===== config.mk =====
export PLATFORM = sky130hd
export DESIGN_NAME = tmr_voter_monitor_flat
export DESIGN_NICKNAME = d
export VERILOG_FILES = /design/src/rtl/tmr_voter_monitor_if.sv /design/src/rtl/tmr_voter_monitor.sv /design/src/flat_wrapper.sv
export SDC_FILE = /design/constraint.sdc
export NUM_CORES = 1
export LEC_CHECK = 0
export ABC_CLOCK_PERIOD_IN_PS = 3430
export CORE_MARGIN = 2
export CORE_UTILIZATION = 50
export CTS_CLUSTER_DIAMETER = 120
export DETAILED_ROUTE_END_ITERATION = 6
export PLACE_DENSITY_LB_ADDON = 0.3
export REMOVE_ABC_BUFFERS = 1
export SLEW_MARGIN = 5
export SYNTH_ARGS = -nofsm -noshare
export SYNTH_HDL_FRONTEND = slang
export SYNTH_SLANG_ARGS = --single-unit
export TNS_END_PERCENT = 50

===== constraint.sdc =====
create_clock -name clk -period 3.43 [get_ports clk]
set_input_delay 0.343 -clock clk [delete_from_list [all_inputs] [get_ports clk]]
set_output_delay 0.343 -clock clk [all_outputs]
set_load 0.01 [all_outputs]

===== src/rtl/tmr_voter_monitor_if.sv =====
// Replica buses in, voted bus and pairwise disagreement flags out.
interface tmr_voter_monitor_if #(
  parameter int WIDTH = 32
);
  logic [WIDTH-1:0] in_a;
  logic [WIDTH-1:0] in_b;
  logic [WIDTH-1:0] in_c;
  logic [WIDTH-1:0] voted_o;
  logic [2:0]       mismatch_o;

  modport master (
    output in_a, in_b, in_c,
    input  voted_o, mismatch_o
  );

  modport slave (
    input  in_a, in_b, in_c,
    output voted_o, mismatch_o
  );
endinterface


===== src/rtl/tmr_voter_monitor.sv =====
// TMR voter with outlier persistence filter, health FSM and resync handshake.
// Optional fault-injection ports behind TMR_VOTER_ERR_INJECT_EN.
module tmr_voter_monitor #(
  parameter int WIDTH     = 32,
  parameter int PERSIST   = 4,
  parameter int CNT_WIDTH = 16
) (
  input  logic                 clk,
  input  logic                 rst,
  tmr_voter_monitor_if.slave   bus,
  input  logic                 clear_i,
  input  logic                 resync_ack_i,
`ifdef TMR_VOTER_ERR_INJECT_EN
  input  logic [2:0]           inject_sel_i,
  input  logic [WIDTH-1:0]     inject_mask_i,
`endif
  output logic [2:0]           replica_fault_o,
  output logic [1:0]           state_o,
  output logic [CNT_WIDTH-1:0] error_count_o,
  output logic                 resync_req_o
);

  localparam int PCW = $clog2(PERSIST + 1);
  localparam logic [PCW-1:0] PMAX = PCW'(PERSIST);

  localparam logic [1:0] NORMAL   = 2'b00;
  localparam logic [1:0] DEGRADED = 2'b01;
  localparam logic [1:0] FAILED   = 2'b10;

  logic [WIDTH-1:0] ra, rb, rc;

`ifdef TMR_VOTER_ERR_INJECT_EN
  assign ra = bus.in_a ^ (inject_sel_i[0] ? inject_mask_i : '0);
  assign rb = bus.in_b ^ (inject_sel_i[1] ? inject_mask_i : '0);
  assign rc = bus.in_c ^ (inject_sel_i[2] ? inject_mask_i : '0);
`else
  assign ra = bus.in_a;
  assign rb = bus.in_b;
  assign rc = bus.in_c;
`endif

  logic [1:0]           state_q, state_d;
  logic [2:0]           fault_q, fault_d;
  logic                 req_q, req_d;
  logic [PCW-1:0]       dis_q, dis_d;
  logic [PCW-1:0]       pcnt_q [3];
  logic [PCW-1:0]       pcnt_d [3];
  logic [WIDTH-1:0]     voted_q, voted_d;
  logic [2:0]           mism_q, mism_d;
  logic [CNT_WIDTH-1:0] err_q, err_d;

  logic [2:0]       outl;
  logic [2:0]       hit;
  logic [2:0]       deg_flt;
  logic             h_diff;
  logic [WIDTH-1:0] h_sel;

  // Outlier: differs from both others on a bit where those two agree.
  assign outl[0] = |((ra ^ rb) & (ra ^ rc));
  assign outl[1] = |((rb ^ ra) & (rb ^ rc));
  assign outl[2] = |((rc ^ ra) & (rc ^ rb));

  assign mism_d  = {|(ra ^ rc), |(rb ^ rc), |(ra ^ rb)};
  assign deg_flt = (state_q == DEGRADED) ? fault_q : 3'b000;

  always_comb begin
    h_diff = |(ra ^ rb);
    h_sel  = ra;
    unique case (1'b1)
      deg_flt[0]: begin
        h_diff = |(rb ^ rc);
        h_sel  = rb;
      end
      deg_flt[1]: begin
        h_diff = |(ra ^ rc);
        h_sel  = ra;
      end
      default: ;
    endcase
  end

  always_ff @(posedge clk or negedge rst) begin
    if (!rst) state_q <= NORMAL;
    else      state_q <= state_d;
  end

  always_comb begin
    state_d = state_q;
    fault_d = fault_q;
    req_d   = req_q;
    dis_d   = dis_q;
    hit     = 3'b000;
    for (int k = 0; k < 3; k++) pcnt_d[k] = pcnt_q[k];
    if (req_q && resync_ack_i) begin
      state_d = NORMAL;
      fault_d = 3'b000;
      req_d   = 1'b0;
      dis_d   = '0;
      for (int k = 0; k < 3; k++) pcnt_d[k] = '0;
    end else begin
      case (state_q)
        NORMAL: begin
          for (int k = 0; k < 3; k++) begin
            if (!outl[k])              pcnt_d[k] = '0;
            else if (pcnt_q[k] != PMAX) pcnt_d[k] = pcnt_q[k] + 1'b1;
            hit[k] = (pcnt_d[k] == PMAX);
          end
          if (hit != 3'b000) begin
            fault_d = hit;
            req_d   = 1'b1;
            state_d = $onehot(hit) ? DEGRADED : FAILED;
          end
        end
        DEGRADED: begin
          if (!h_diff)          dis_d = '0;
          else if (dis_q != PMAX) dis_d = dis_q + 1'b1;
          if (dis_d == PMAX) state_d = FAILED;
        end
        default: ;
      endcase
    end
  end

  always_comb begin
    voted_d = voted_q;
    case (state_q)
      NORMAL:   voted_d = (ra & rb) | (rb & rc) | (ra & rc);
      DEGRADED: voted_d = h_sel;
      default:  voted_d = voted_q;
    endcase
    err_d = err_q;
    if (clear_i)                       err_d = '0;
    else if (|mism_d && (err_q != '1)) err_d = err_q + 1'b1;
  end

  always_ff @(posedge clk or negedge rst) begin
    if (!rst) begin
      fault_q <= 3'b000;
      req_q   <= 1'b0;
      dis_q   <= '0;
      voted_q <= '0;
      mism_q  <= 3'b000;
      err_q   <= '0;
      for (int k = 0; k < 3; k++) pcnt_q[k] <= '0;
    end else begin
      fault_q <= fault_d;
      req_q   <= req_d;
      dis_q   <= dis_d;
      voted_q <= voted_d;
      mism_q  <= mism_d;
      err_q   <= err_d;
      for (int k = 0; k < 3; k++) pcnt_q[k] <= pcnt_d[k];
    end
  end

  assign bus.voted_o     = voted_q;
  assign bus.mismatch_o  = mism_q;
  assign replica_fault_o = fault_q;
  assign state_o         = state_q;
  assign error_count_o   = err_q;
  assign resync_req_o    = req_q;

endmodule


===== src/flat_wrapper.sv =====
// flat-port wrapper written by rule: the top's interface ports become plain ports
module tmr_voter_monitor_flat 
#(
  parameter int WIDTH     = 32,
  parameter int PERSIST   = 4,
  parameter int CNT_WIDTH = 16
)
  (clk, rst, clear_i, resync_ack_i, replica_fault_o, state_o, error_count_o, resync_req_o, bus_in_a, bus_in_b, bus_in_c, bus_voted_o, bus_mismatch_o);
  tmr_voter_monitor_if #(.WIDTH(WIDTH)) bus_i ();
  input  logic clk;
  input  logic rst;
  input  logic clear_i;
  input  logic resync_ack_i;
  output logic [2:0] replica_fault_o;
  output logic [1:0] state_o;
  output logic [CNT_WIDTH-1:0] error_count_o;
  output logic resync_req_o;
  input wire logic [$bits(bus_i.in_a)-1:0] bus_in_a;
  input wire logic [$bits(bus_i.in_b)-1:0] bus_in_b;
  input wire logic [$bits(bus_i.in_c)-1:0] bus_in_c;
  output wire logic [$bits(bus_i.voted_o)-1:0] bus_voted_o;
  output wire logic [$bits(bus_i.mismatch_o)-1:0] bus_mismatch_o;
  assign bus_i.in_a = bus_in_a;
  assign bus_i.in_b = bus_in_b;
  assign bus_i.in_c = bus_in_c;
  assign bus_voted_o = bus_i.voted_o;
  assign bus_mismatch_o = bus_i.mismatch_o;
  tmr_voter_monitor #(.WIDTH(WIDTH), .PERSIST(PERSIST), .CNT_WIDTH(CNT_WIDTH)) u_core (.clk(clk), .rst(rst), .bus(bus_i), .clear_i(clear_i), .resync_ack_i(resync_ack_i), .replica_fault_o(replica_fault_o), .state_o(state_o), .error_count_o(error_count_o), .resync_req_o(resync_req_o));
endmodule

==> impl_summary.log <==
[metrics] Arrival @ worst endpoint: 3.21 ns
[metrics] fraction of synthesized area in multiplexers: 5.93%
[metrics] Post CTS Setup Buffer Count: 0
[metrics] H-tree depth reported by CTS: 3
[metrics] CTS root buf: clkbuf_16
[metrics] Post-Synthesis Cells: around 650
[metrics] placeable core region: 11500 µm²
[metrics] total power divided by cell area: just under 600 nW/µm²
[metrics] actual slew at the worst max-slew pin: 0.935 ns
[metrics] wire length per cell after detailed routing: 22.1 µm
[metrics] share of synthesized flip-flops with an asynchronous set or reset: 100%
[metrics] post-layout power: 0.00457 W
[metrics] netlist area before placement: 5930 µm²
[metrics] count of warnings emitted by yosys: 0
[metrics] via count of the first global-routing pass: 6344
[metrics] I/O Pins: 157
[metrics] DRT Wirelength: 21.1 mm
[metrics] per-instance average area after synthesis: 9.08 µm²
[metrics] Residual DRC: 14
[metrics] Max Fclk: 0.333 GHz
[metrics] post-layout minimum cycle time: 3.00 ns
[metrics] number of clock sinks: 69
[metrics] ratio of cells with drive above 1 in the final layout: 5.18%
[metrics] final cycle utilization of the critical path: between 80% and 90%
[metrics] Slew headroom: 37.4%
[metrics] number of max-slew violations in the final report: 0
[metrics] pre-CTS setup slack: 0.144 ns
[metrics] dominant cells by area after synthesis: dfrtp_1 (29%), ha_1 (22%), nand2_1 (6.3%), a22oi_1 (6.1%), mux2i_1 (5.7%)
[metrics] fraction of the mapped netlist area in compound gates: 21.5%
[metrics] cell type with the highest aggregate area in the netlist: dfrtp_1
[metrics] sequential area share after synthesis: 29.1%
[metrics] Final setup violation count: 0
[metrics] number of antenna violations at the first check in global routing: 0
[metrics] total global-route track usage: 33.1%
[metrics] number of search-and-repair iterations in the first detailed-routing pass: 7
[metrics] count of buffers from port buffering: 156
[metrics] DRC violation total after the first TritonRoute iteration: 762
[metrics] number of rows in the core area: 39
[metrics] Hold Vio Cnt, Final: 0
[metrics] largest family of logic cells by synthesized area: adder cells
[metrics] dpl hpwl: approximately 17 mm
[metrics] peak ir drop on the vdd network: about 0.00048 V
[metrics] element type at the critical path end: register
[metrics] first-pass GRT wire length: 33.2 mm
[metrics] critical path data required time: 3.64 ns
[metrics] share of synthesized cell area in and, or, nand and nor gates: between 10% and 20%
[metrics] critical-path maximum fanout: 16
[metrics] Via-to-Cell Ratio: 6.65
[metrics] most used standard cell by instance count after synthesis: ha_1
[metrics] gate family responsible for the most delay along the worst path: simple AND/OR/NAND/NOR gates
[metrics] number of routed nets with antenna violations: 0
[metrics] slowest stage cell, crit path: or4_4
[metrics] adder-cell share of the synthesized area: 22.5%
[metrics] Setup TNS: 0 ns
[metrics] leading cell types by count after synthesis: ha_1 (105), nand2_1 (99), dfrtp_1 (69)
[metrics] number of flops mapped to enable cells by yosys: 0
[metrics] number of buffers and inverters on the critical path: 1
[metrics] slowest stage delay, CP: 0.61 ns
[metrics] failing checks: design-rule violations
[metrics] remaining global-route overflow: 0
[metrics] width of the die: 113 µm
[metrics] number of gates resized after cts: 0
[metrics] clock tree skew after final layout: 0.00833 ns
[metrics] post-synth cell types: 53
[metrics] maximum number of pins on one net before global-route repair: 70
[metrics] antenna diode count: 0
[metrics] critical setup path kind: input pin to register
[metrics] unrepaired setup endpoints after global routing: no
[metrics] area grow syn2layout: 33.7%
[metrics] max cap viols: 0
[metrics] Hold WC Path Type: input pin to async pin
[metrics] post-synthesis share of cell area spent on xor and xnor gates: 0.443%
[metrics] via count of the routed design: about 6300
[metrics] crit-path cells: clkdlybuf4s50_1 -> ha_1 -> nor4_1 -> nand4_1 -> or4_4 -> o21ai_4 -> mux2i_1 -> nor2_1
[metrics] worst setup margin: 0.431 ns
[metrics] CTS buffer count: 9
[metrics] clock-pin slew of the registers on the worst-case setup and hold paths: roughly 0.06 ns
[metrics] crit start category: input pin
[metrics] run status: finished, violations left
[metrics] Die Footprint: 12700 µm²
[metrics] clock tree from TritonCTS: built
[metrics] Lkg Pwr: 3.20 nW
[metrics] worst skew pair latency: 0.35 ns
[metrics] die extent in y: about 110 µm
[metrics] clock buffer depth: 2
[metrics] final net count: 1012
[metrics] Post-synth top flop: dfrtp_1
[metrics] Synth Register Bits: 69
[metrics] weighted congestion at the end of routability-driven global placement: 0.996
[metrics] hold buffer count at CTS: 0
[metrics] Initial Util: 51.5%
[metrics] Util after Layout: 68.8%
[metrics] share of the synthesized area in the top cell type: 29.1%
## final cells by class
cell class / count / area, µm²
clock buffers: 9 / 225
clock inverters: 7 / 51.3
fillers: 899 / 3590
inverters: 13 / 48.8
multi-input cells: 546 / 4050
flip-flops and latches: 69 / 1730
well taps: 143 / 179
repair buffers: 167 / 1640
## registers in the layout, summed over array words and instances (netlist names)
register,cells
u_core.error_count_o,16
u_core.replica_fault_o,3
u_core.pcnt_q,9
u_core.bus.voted_o,32
u_core.dis_q,3
u_core.bus.mismatch_o,3
u_core.resync_req_o,1
u_core.state_o,2
## placed cells by master, fill, tap and decap left out, types with 27 or more instances in the layout
cell type,n
o41ai_1,33
a22oi_1,48
dfrtp_1,66
nand4_1,27
a21oi_1,30
ha_1,105
mux2i_1,34
clkdlybuf4s50_1,155
o21ai_0,50
nand2_1,99
## per-layer routing
layer,track usage [%],routed length [µm],vias up
met5,0,0,-
met2,54.2,9740,354
li1,-,-,2870
met4,12.8,698,0
met3,5.95,1660,69
met1,43.7,8980,3047
## worst paths after layout
kind                                        start                         to  slack [ns]  depth (start not counted)
max in group asynchronous                     rst  u_core.replica_fault_o[0]        2.55                          2
min in group clk           u_core.bus.voted_o[29]     u_core.bus.voted_o[29]        0.48                          2
setup / recovery                     bus_in_a[23]    u_core.error_count_o[1]        0.43                          8
hold reg to reg            u_core.bus.voted_o[29]     u_core.bus.voted_o[29]        0.48                          2
setup reg to reg                 u_core.pcnt_q[0]          u_core.state_o[0]        0.73                          9
hold / removal                                rst     u_core.bus.voted_o[16]        0.20                          2
## kinds of logic after synthesis
logic type | Yosys count
fa+ha+maj | 106
mux | 35
xor+xnor | 3
compound gates | 190
flops | 69
simple gates | 212
buf+inv | 38
## report_power, final
| group | internal (W) | switching, W |
|---|---|---|
| combinational | 0.00110 | 0.00113 |
| clock | 0.000492 | 0.000397 |
| sequential | 0.00110 | 0.000345 |
## stage by stage
stage               hold WS (ns)  cells  cell area (µm²)
CTS                        0.244    954             7930
detailed placement         0.475    938             7650
global route               0.304    954             7930
global placement           0.467    938             7650
finish                     0.202    954             7930
floorplan                 0.0474    628             5830
(Power assumes the default switching activity.)
